**src/rtl/isa_reg_arbiter.sv**
```systemverilog
// Round-robin arbiter that locks the single register-file port to one ISA unit per sequence.
// Define ISA_ARB_TIMEOUT_EN to bound ownership to TIMEOUT cycles with a forced release.
module isa_reg_arbiter #(
  parameter int unsigned N       = 4,
  parameter int unsigned ID_W    = 4,
  parameter int unsigned DATA_W  = 64,
  parameter int unsigned TIMEOUT = 255
) (
  input  logic                clk,
  input  logic                rst,
  input  logic [N-1:0]        req,
  input  logic [N*ID_W-1:0]   u_id,
  input  logic [N-1:0]        u_re,
  input  logic [N-1:0]        u_we,
  input  logic [N*DATA_W-1:0] u_wd,
  output logic [N-1:0]        grant,
  output logic [DATA_W-1:0]   u_rdata,
  output logic                busy,
  output logic                timeout_err,
  output logic [ID_W-1:0]     reg_id,
  output logic                reg_re,
  output logic                reg_we,
  output logic [DATA_W-1:0]   reg_wd,
  input  logic [DATA_W-1:0]   reg_out
);

  localparam int unsigned PTR_W = (N > 1) ? $clog2(N) : 1;

  typedef enum logic [1:0] {IDLE, OWN, RELEASE} state_t;

  state_t            state, state_next;
  logic [PTR_W-1:0]  ptr, ptr_next;
  logic [PTR_W-1:0]  owner, owner_next;
  logic [PTR_W-1:0]  pick;
  logic              found;
  int unsigned       idx;
  logic [N-1:0]      grant_next;
  logic [ID_W-1:0]   reg_id_next;
  logic              reg_re_next, reg_we_next, busy_next;
  logic [DATA_W-1:0] reg_wd_next;
  logic              timeout_hit;

  logic [ID_W-1:0]   id_a [N];
  logic [DATA_W-1:0] wd_a [N];

  for (genvar k = 0; k < N; k++) begin : g_unpack
    assign id_a[k] = u_id[k*ID_W +: ID_W];
    assign wd_a[k] = u_wd[k*DATA_W +: DATA_W];
  end

  assign u_rdata = reg_out;

  // First requester at or after ptr, wrapping modulo N.
  always_comb begin
    found = 1'b0;
    pick  = ptr;
    idx   = 0;
    for (int unsigned i = 0; i < N; i++) begin
      idx = (32'(ptr) + i) % N;
      if (!found && req[PTR_W'(idx)]) begin
        found = 1'b1;
        pick  = PTR_W'(idx);
      end
    end
  end

  // Next-state and registered port values.
  always_comb begin
    state_next  = state;
    ptr_next    = ptr;
    owner_next  = owner;
    grant_next  = grant;
    reg_id_next = reg_id;
    reg_wd_next = reg_wd;
    reg_re_next = 1'b0;
    reg_we_next = 1'b0;
    case (state)
      IDLE: begin
        grant_next = '0;
        if (found) begin
          owner_next        = pick;
          grant_next[pick]  = 1'b1;
          state_next        = OWN;
        end
      end
      OWN: begin
        if (!req[owner] || timeout_hit) begin
          grant_next = '0;
          ptr_next   = (owner == PTR_W'(N - 1)) ? '0 : owner + PTR_W'(1);
          state_next = RELEASE;
        end else begin
          reg_id_next = id_a[owner];
          reg_re_next = u_re[owner];
          reg_we_next = u_we[owner];
          reg_wd_next = wd_a[owner];
        end
      end
      RELEASE: begin
        grant_next = '0;
        state_next = IDLE;
      end
      default: begin
        grant_next = '0;
        state_next = IDLE;
      end
    endcase
    busy_next = (state_next != IDLE);
  end

  always_ff @(posedge clk) begin
    if (rst) begin
      state  <= IDLE;
      ptr    <= '0;
      owner  <= '0;
      grant  <= '0;
      busy   <= 1'b0;
      reg_id <= '0;
      reg_re <= 1'b0;
      reg_we <= 1'b0;
      reg_wd <= '0;
    end else begin
      state  <= state_next;
      ptr    <= ptr_next;
      owner  <= owner_next;
      grant  <= grant_next;
      busy   <= busy_next;
      reg_id <= reg_id_next;
      reg_re <= reg_re_next;
      reg_we <= reg_we_next;
      reg_wd <= reg_wd_next;
    end
  end

`ifdef ISA_ARB_TIMEOUT_EN
  localparam int unsigned CNT_W = (TIMEOUT > 1) ? $clog2(TIMEOUT + 1) : 1;

  logic [CNT_W-1:0] cnt, cnt_next;
  logic             timeout_err_next;

  assign timeout_hit = (state == OWN) && (cnt == CNT_W'(TIMEOUT));

  // Ownership age: zeroed on grant, counts every OWN cycle that keeps the port.
  always_comb begin
    cnt_next         = cnt;
    timeout_err_next = 1'b0;
    if (state == IDLE && found) begin
      cnt_next = '0;
    end else if (state == OWN) begin
      if (timeout_hit && req[owner]) begin
        timeout_err_next = 1'b1;
      end else if (req[owner]) begin
        cnt_next = cnt + CNT_W'(1);
      end
    end
  end

  always_ff @(posedge clk) begin
    if (rst) begin
      cnt         <= '0;
      timeout_err <= 1'b0;
    end else begin
      cnt         <= cnt_next;
      timeout_err <= timeout_err_next;
    end
  end
`else
  assign timeout_hit = 1'b0;
  assign timeout_err = 1'b0;
`endif

endmodule

```
**config.mk**
```make
export PLATFORM = sky130hd
export DESIGN_NAME = isa_reg_arbiter
export DESIGN_NICKNAME = d
export VERILOG_FILES = /design/src/rtl/isa_reg_arbiter.sv
export SDC_FILE = /design/constraint.sdc
export NUM_CORES = 1
export LEC_CHECK = 0
export CORE_AREA = 2 2 192 194
export CTS_CLUSTER_DIAMETER = 100
export DETAILED_ROUTE_END_ITERATION = 10
export DIE_AREA = 0 0 194 196
export MAX_ROUTING_LAYER = met4
export SLEW_MARGIN = 30
export SYNTH_ARGS = -nofsm -noshare
export SYNTH_HDL_FRONTEND = slang
export SYNTH_SLANG_ARGS = --single-unit
```
**constraint.sdc**
```tcl
create_clock -name clk -period 2.65 [get_ports clk]
set_clock_uncertainty 0.15 [all_clocks]
set_input_delay 0.3975 -clock clk [delete_from_list [all_inputs] [get_ports clk]]
set_output_delay 0.3975 -clock clk [all_outputs]
set_load 0.02 [all_outputs]
```
Yosys cells after proc, flatten, opt, wreduce, memory -nomap -nowiden. Index checks and enable logic that the tools add are counted.

Add/subtract/negate cells: 4. Magnitude comparators: 8. Equality and inequality tests: 3. Muxes and demuxes: 36. Bitwise gates (word level): 3. Reductions and logical operators: 13.

Operators with widths (number): $bmux W64 S2 (1); $mux W64 (2); $lt A2 B3 Y1 const B (6); $mux W4 (4); $bmux W1 S2 (7); $mux W1 (12); $mux W2 (6); $bmux W4 S2 (1); $pmux W4 S2 (1); $reduce_and A2 Y1 (3); $add A2 B1 Y2 const B (2); $add A2 B2 Y2 const B (2); $logic_and A1 B1 Y1 (4); $pmux W2 S2 (1); $ge A3 B3 Y1 const B (1); $logic_not A1 Y1 (3); $not A2 Y3 (1); $reduce_or A3 Y1 (1); $demux W1 S2 (1); $eq A2 B1 Y1 const B (1); $eq A2 B2 Y1 const B (1); $ge A2 B1 Y1 const B (1); $logic_not A2 Y1 (1); $ne A2 B2 Y1 const B (1); 2 further kinds (3).

Bits in registers: 81. Bits of input ports: 350. Output and inout port bits: 140. Logic and storage cells: 76.

Depth between registers and ports, before layout. Gate-level depths: netlist of the first run.

Depth in word-level cells: 18. Mapped depth: 7. Gate-level depth less buffers: 4.

Worst setup path after synthesis of the first run. No wires, ideal clock.

Path type: flip-flop to flip-flop. Start: register owner[0]. End: register reg_wd[17]. Library setup time: 132 ps. Data arrival time: 1566 ps. Required time: 2368 ps. Slack: 802 ps. Stages on the path, launching flop included: 8. Buffers on the path: 3. Clock period less this slack: 1848 ps. Cells stage by stage: dfxtp_1 -> buf_4 -> mux4_2 -> nor2b_4 -> buf_6 -> buf_2 -> nand2_1 -> a21oi_1.

Longest elaborated chain between the ends: 4. Elaborated cells on any way between the ends: 7. Classes of those cells: mux (5); bitwise (1); reduce/logical (1).

Ends and longest elaborated chain: from (decl) (line 33) `logic [PTR_W-1:0] owner, owner_next;`; from (signal assigned) (line 124) `owner <= owner_next;`; $not A2 Y3 (not written as such) (line 95) `reg_wd_next = wd_a[owner];`; $bmux W64 S2 (line 95); $mux W64 (not written as such) (2 in a row) (line 95); to (signal assigned) (line 130) `reg_wd <= reg_wd_next;`; to (decl) (line 23) `output logic [DATA_W-1:0] reg_wd,`.

Several ways; a longest one is shown, not always the timed one. The select of a mux whose other input is x is not followed. A chain may end at the register's enable or synchronous reset.

Worst setup path after layout of the first run.
Start: register grant[2]. End: output port grant[2].

RTL lines: from (decl) (line 16) `output logic [N-1:0] grant,`; from (signal assigned) (line 125) `grant <= grant_next;`.

No word-level cell between the ends.

==> results of run 1 <==
==> per-layer routing <==
layer | vias up | GRT usage | share of wire
li1 | 2335 | - | -
met1 | 2335 | 0.102 | 0.33
met4 | 0 | 0.0659 | 0.052
met2 | 270 | 0.192 | 0.50
met5 | - | - | 0
met3 | 75 | 0.0533 | 0.11
==> metrics by stage <==
stage               power (uW)   util
floorplan                 2190      -
global placement          2800  0.244
detailed placement        2810  0.244
CTS                       4160  0.252
global route              4290  0.252
finish                    4050  0.252
==> worst min-delay path by stage <==
stage,from,end,slack (ps),cells past startpoint
finish,reg_wd[46],reg_wd[46],300,2
detailed placement,reg_wd[26],reg_wd[26],300,2
global placement,reg_wd[37],reg_wd[37],290,2
global route,reg_wd[34],reg_wd[34],330,2
CTS,reg_wd[26],reg_wd[26],310,2
floorplan,ptr[0],ptr[0],320,2
==> where the power goes <==
part	leakage, uW	switching (uW)	total (uW)	internal [uW]
logic	0.00216	554	1390	840
registers	0.000661	49.6	1360	1310
clock network	0.000144	555	1290	740
total	0.00297	1160	4050	2890
==> logic make-up (layout without fill, tap and decap cells) <==
kind of cell / Yosys count / count (layout) / share of synthesized area
mux: 71 / 71 / 0.311
compound gates: 88 / 88 / 0.0948
fa+ha+maj: 1 / 1 / 0.00244
simple gates: 165 / 165 / 0.134
other cells: 1 / 2 / 0.000730
flops: 81 / 81 / 0.316
buf+inv: 106 / 388 / 0.141
==> registers in the layout, indices dropped and copies added (netlist names) <==
name    cells
reg_re      1
reg_wd     64
ptr         2
owner       2
state       2
busy        1
grant       4
reg_we      1
reg_id      4
==> final cells by class <==
class	count	area, sq um	share of cell area
diodes	1	2.50	0.000275
clock buffers	11	233	0.0256
clock inverters	5	65.1	0.00715
multi-input cells	326	2800	0.307
flip-flops and latches	81	1630	0.179
well taps	468	586	0.0643
repair buffers	372	3790	0.417
==> layout by cell type (no fill, tap or decap), types with 2 or more instances in the layout <==
master | synthesis | routed
sky130_fd_sc_hd__clkbuf_16 | 0 | 9
sky130_fd_sc_hd__mux4_2 | 71 | 71
sky130_fd_sc_hd__buf_12 | 0 | 8
sky130_fd_sc_hd__nor3b_1 | 2 | 2
sky130_fd_sc_hd__nor2_1 | 3 | 3
sky130_fd_sc_hd__nor3_1 | 3 | 3
sky130_fd_sc_hd__nand2_1 | 141 | 141
sky130_fd_sc_hd__o41ai_2 | 2 | 2
sky130_fd_sc_hd__clkdlybuf4s50_1 | 0 | 359
sky130_fd_sc_hd__clkinv_4 | 0 | 3
sky130_fd_sc_hd__dfxtp_1 | 81 | 79
sky130_fd_sc_hd__clkbuf_1 | 19 | 2
sky130_fd_sc_hd__buf_4 | 67 | 5
sky130_fd_sc_hd__nor2b_1 | 4 | 4
sky130_fd_sc_hd__a21oi_1 | 75 | 75
sky130_fd_sc_hd__nand3b_1 | 4 | 4
sky130_fd_sc_hd__o21ai_0 | 4 | 4
sky130_fd_sc_hd__dfxtp_4 | 0 | 2
sky130_fd_sc_hd__o41ai_1 | 2 | 2
==> results.cfg, run 1 <==
[run_status]
run_status = completed

[timing]
hold-worst-slack_ps = 301
slew_headroom = 0.629
grt_setup_unrepaired = no
report.final.hold_viol_count = 0
tns_ps = 0
timing.final.ws_setup_ps = 565
drv_slew = 0
fmax_mhz = 480
setup_viol_count_final = 0
worst_margin_pin_slew_ps = 554
period_needed_ps = 2090
final_min_period_over_clock_period = 0.787

[worst_setup_path]
stage_delay_of_the_slowest_cell_on_the_critical_path_ps = 840
critical_path.cell_chain = clkdlybuf4s50_1
critPathLaunchType = flip-flop
crit_end = grant[2]
worst_setup_path_end_kind = output port
critPathTopFamily = buffers and inverters
worst_flop_to_flop_path_startpoint = owner[0]
start_to_end_type_of_the_worst_setup_path = reg -> out
reg2reg_slack_ps = 790
cp-startpoint = grant[2]
critPathArrivalTime_ps = 1540
r2r_cells = 6
cpMaxStageDelayCell = sky130_fd_sc_hd__clkdlybuf4s50_1
critical_path_required_ps = 2100
crit_fanout = 2
endpoint_of_the_most_critical_register_to_register_path = reg_wd[44]
worst-path-stages = 1
wp_buf_inv = 1

[clocking]
numClockSinks = 81
post-cts-setup-buffers = 0
clock_path_buffers = 2
tritoncts_clock_tree = done
post_cts.resized_instances = 0
cts.clk_slew.worst_paths_ps = 60
ctsRootBufferMaster = sky130_fd_sc_hd__clkbuf_16
cts_max_level = 3
clk_latency_ps = 350
numCtsBuffers = 9
post_cts_hold_buffer_count = 0

[drt]
dr.first_iter.drc_count = 125
drt-vias-per-instance = 3.97
route.detailed.drc = 0
route.vias.total = 5015
detail-route-antenna-nets = 0
drt_pre_antenna_iters = 6
avgRoutedWirePerCell_um = 16.7
drt-total-wl_mm = 21.1

[global_route]
grt_max_degree = 73
grt_overflow = 0
grt_pass1_wl_mm = 31.0
global_route.usage.total = 0.112
grt_pass1_vias = 5388
antenna_found_initial = 1

[synth]
synth_nets = 864
synthTopCellsByArea = sky130_fd_sc_hd__dfxtp_1, sky130_fd_sc_hd__mux4_2, sky130_fd_sc_hd__nand2_1
synth_seq_cells = 81
netlist_top_cells_count = sky130_fd_sc_hd__nand2_1, sky130_fd_sc_hd__dfxtp_1, sky130_fd_sc_hd__a21oi_1
avgSynthCellArea_sq_um = 10.0
synth_top_flop_cell = sky130_fd_sc_hd__dfxtp_1
ys.warnings.count = 0
synth_top_area_frac = 0.316
synth-edff-count = 0
netlist-cell-type-count = 30
synthCells = 513
cell_accounting_for_the_most_synthesized_area = sky130_fd_sc_hd__dfxtp_1
synth.most_common_cell = sky130_fd_sc_hd__nand2_1
syn-cell-area_sq_mm = 0.00513
synth-seq-area-share = 0.316
synthArstFlopShare = 0

[floorplanning]
floorplan.die.width_um = 194
floorplan.core_area_sq_mm = 0.0361
row_count = 70
area_of_the_die_sq_mm = 0.0380
initial_utilization = 0.142
design.portCount = 490
die_h_um = 196

[placement]
place_ws_ps = 225
instance_count_after_placement_with_tap_cells_included = 1247
globalplace.congestion = 0.783
io_buffer_count = 360
place.detailed.hpwl_mm = 17.5
place_area_sq_mm = 0.00880

[finish]
filler_cells = 3848
fin_area_sq_mm = 0.00910
instances_no_fill = 1264
area_growth_pct = 77.3
final_layout_size_suffix_gt1_frac = 0.131
num-nets-final = 1141

[pwr]
peakVddDrop_mv = 0.283
power.density_mw_per_mm2 = 445
power_leakage_uw = 0.00297

[run]
max_cap_violations = 0

[worst_hold_path]
hold_path_class = reg -> reg
Note: power is estimated with default switching activity, not from simulation.
==> run 2: changes to the inputs <==
- clock period: 2.65 -> 2 ns (I/O delays scaled with it)
==> results.cfg, run 2 (same netlist as run 1, synthesis figures left out) <==
[run_status]
run_status = completed

[worst_setup_path]
r2r_cells = 4
start_to_end_type_of_the_worst_setup_path = reg -> reg
critical_path.cell_chain = mux4_2 > nor2b_4 > buf_12 > o41ai_2
critPathArrivalTime_ps = 1980
worst_flop_to_flop_path_startpoint = owner[0]
stage_delay_of_the_slowest_cell_on_the_critical_path_ps = 580
endpoint_of_the_most_critical_register_to_register_path = grant[2]
reg2reg_slack_ps = 120
critPathLaunchType = flip-flop
crit_fanout = 8
worst_setup_path_end_kind = flip-flop
cpMaxStageDelayCell = sky130_fd_sc_hd__mux4_2
critical_path_required_ps = 2110

[floorplanning]
design.portCount = 490
row_count = 70
floorplan.core_area_sq_mm = 0.0361
initial_utilization = 0.142
die_h_um = 196
area_of_the_die_sq_mm = 0.0380
floorplan.die.width_um = 194

[timing]
period_needed_ps = 1880
tns_ps = 0
hold-worst-slack_ps = 300
fmax_mhz = 533
setup_viol_count_final = 0
timing.final.ws_setup_ps = 122
slew_headroom = 0.576
final_min_period_over_clock_period = 0.939
grt_setup_unrepaired = no
report.final.hold_viol_count = 0
drv_slew = 0
worst_margin_pin_slew_ps = 635

[drt]
avgRoutedWirePerCell_um = 16.9
detail-route-antenna-nets = 0
dr.first_iter.drc_count = 167
drt-vias-per-instance = 3.95
route.vias.total = 5037
drt_pre_antenna_iters = 4
drt-total-wl_mm = 21.5
route.detailed.drc = 0

[clocking]
tritoncts_clock_tree = done
numClockSinks = 81
post_cts.resized_instances = 0
cts.clk_slew.worst_paths_ps = 70
clk_latency_ps = 350
cts_max_level = 3
clock_path_buffers = 2
ctsRootBufferMaster = sky130_fd_sc_hd__clkbuf_16
post_cts_hold_buffer_count = 0
numCtsBuffers = 9
post-cts-setup-buffers = 0

[global_route]
grt_pass1_vias = 5341
grt_overflow = 0
global_route.usage.total = 0.114
grt_pass1_wl_mm = 31.3
antenna_found_initial = 1
grt_max_degree = 45

[pwr]
peakVddDrop_mv = 0.370
power_leakage_uw = 0.00304
power.density_mw_per_mm2 = 591

[finish]
largestRegisters = reg_wd: 64 flops, grant: 4 flops, reg_id: 4 flops
max_ffs_per_register = 64
largest_register = reg_wd
area_growth_pct = 79.1
num-nets-final = 1152
layout_commonest_cell = sky130_fd_sc_hd__clkdlybuf4s50_1
final_layout_size_suffix_gt1_frac = 0.148
layout.cells.most_common_list = sky130_fd_sc_hd__clkdlybuf4s50_1, sky130_fd_sc_hd__nand2_1, sky130_fd_sc_hd__dfxtp_1, sky130_fd_sc_hd__a21oi_1, sky130_fd_sc_hd__mux4_2

[worst_hold_path]
hold_path_class = reg -> reg
hp-start = reg_wd[51]
whs_endpoint = reg_wd[51]
whs_path_depth = 2

[placement]
place.detailed.hpwl_mm = 17.9
io_buffer_count = 360
globalplace.congestion = 0.814
place_ws_ps = -191

[run]
max_cap_violations = 0
run 2: cell count changes in the layout (fill, tap and decap cells not counted), sizes merged:
cell	before	now
inv	1	3
buf	13	26
clkbuf	11	9
clkdlybuf4s50	359	357
run 2: metrics by stage:
| step | util | total power, uW | area (sq um) | cells |
|---|---|---|---|---|
| 6_report | 0.255 | 5430 | 9190 | 1275 |
| 5_1_grt | 0.255 | 5740 | 9190 | 1275 |
| 4_1_cts | 0.255 | 5570 | 9190 | 1274 |
| 3_5_place_dp | 0.246 | 3750 | 8890 | 1258 |
| 3_3_place_gp | 0.246 | 3730 | 8890 | 1258 |
| 2_1_floorplan | - | 2900 | 5130 | 513 |
run 2: final cells by class:
type | instances | area [sq um]
Antenna cell | 1 | 2.50
Clock buffer | 9 | 225
Clock inverter | 7 | 75.1
Fill cell | 3849 | 26900
Multi-Input combinational cell | 326 | 2800
Sequential cell | 81 | 1630
Tap cell | 468 | 586
Timing Repair Buffer | 383 | 3880
run 2: metal layers:
metal | wire length, um | global-route usage
met3 | 2340 | 0.0524
met5 | 0 | -
met1 | 7250 | 0.106
met2 | 10900 | 0.193
met4 | 1030 | 0.0626
run 2: worst max-delay path by stage:
stage	cells past startpoint	to	slack, ps	startpoint
after global placement	6	reg_wd[49]	-130	req[3]
after CTS	1	grant[1]	50	grant[1]
final	4	grant[2]	120	owner[0]
after detailed placement	5	grant[2]	-190	req[3]
after global routing	1	grant[1]	7	grant[1]
after floorplan	7	reg_wd[17]	150	owner[0]
run 2: critical path: cells and delay by family, from the launching register on:
| family | cells | cell delay (ps) |
|---|---|---|
| AO/OA/AOI/OAI | 1 | 270 |
| flip-flops | 1 | 430 |
| buffers and inverters | 1 | 150 |
| multiplexers | 1 | 580 |
| AND/OR/NAND/NOR | 1 | 190 |
run 2: where the power goes:
group | switching, uW | total, uW | internal, uW
registers | 71.9 | 1810 | 1730
clock network | 764 | 1740 | 980
logic | 741 | 1880 | 1140
total | 1580 | 5430 | 3850
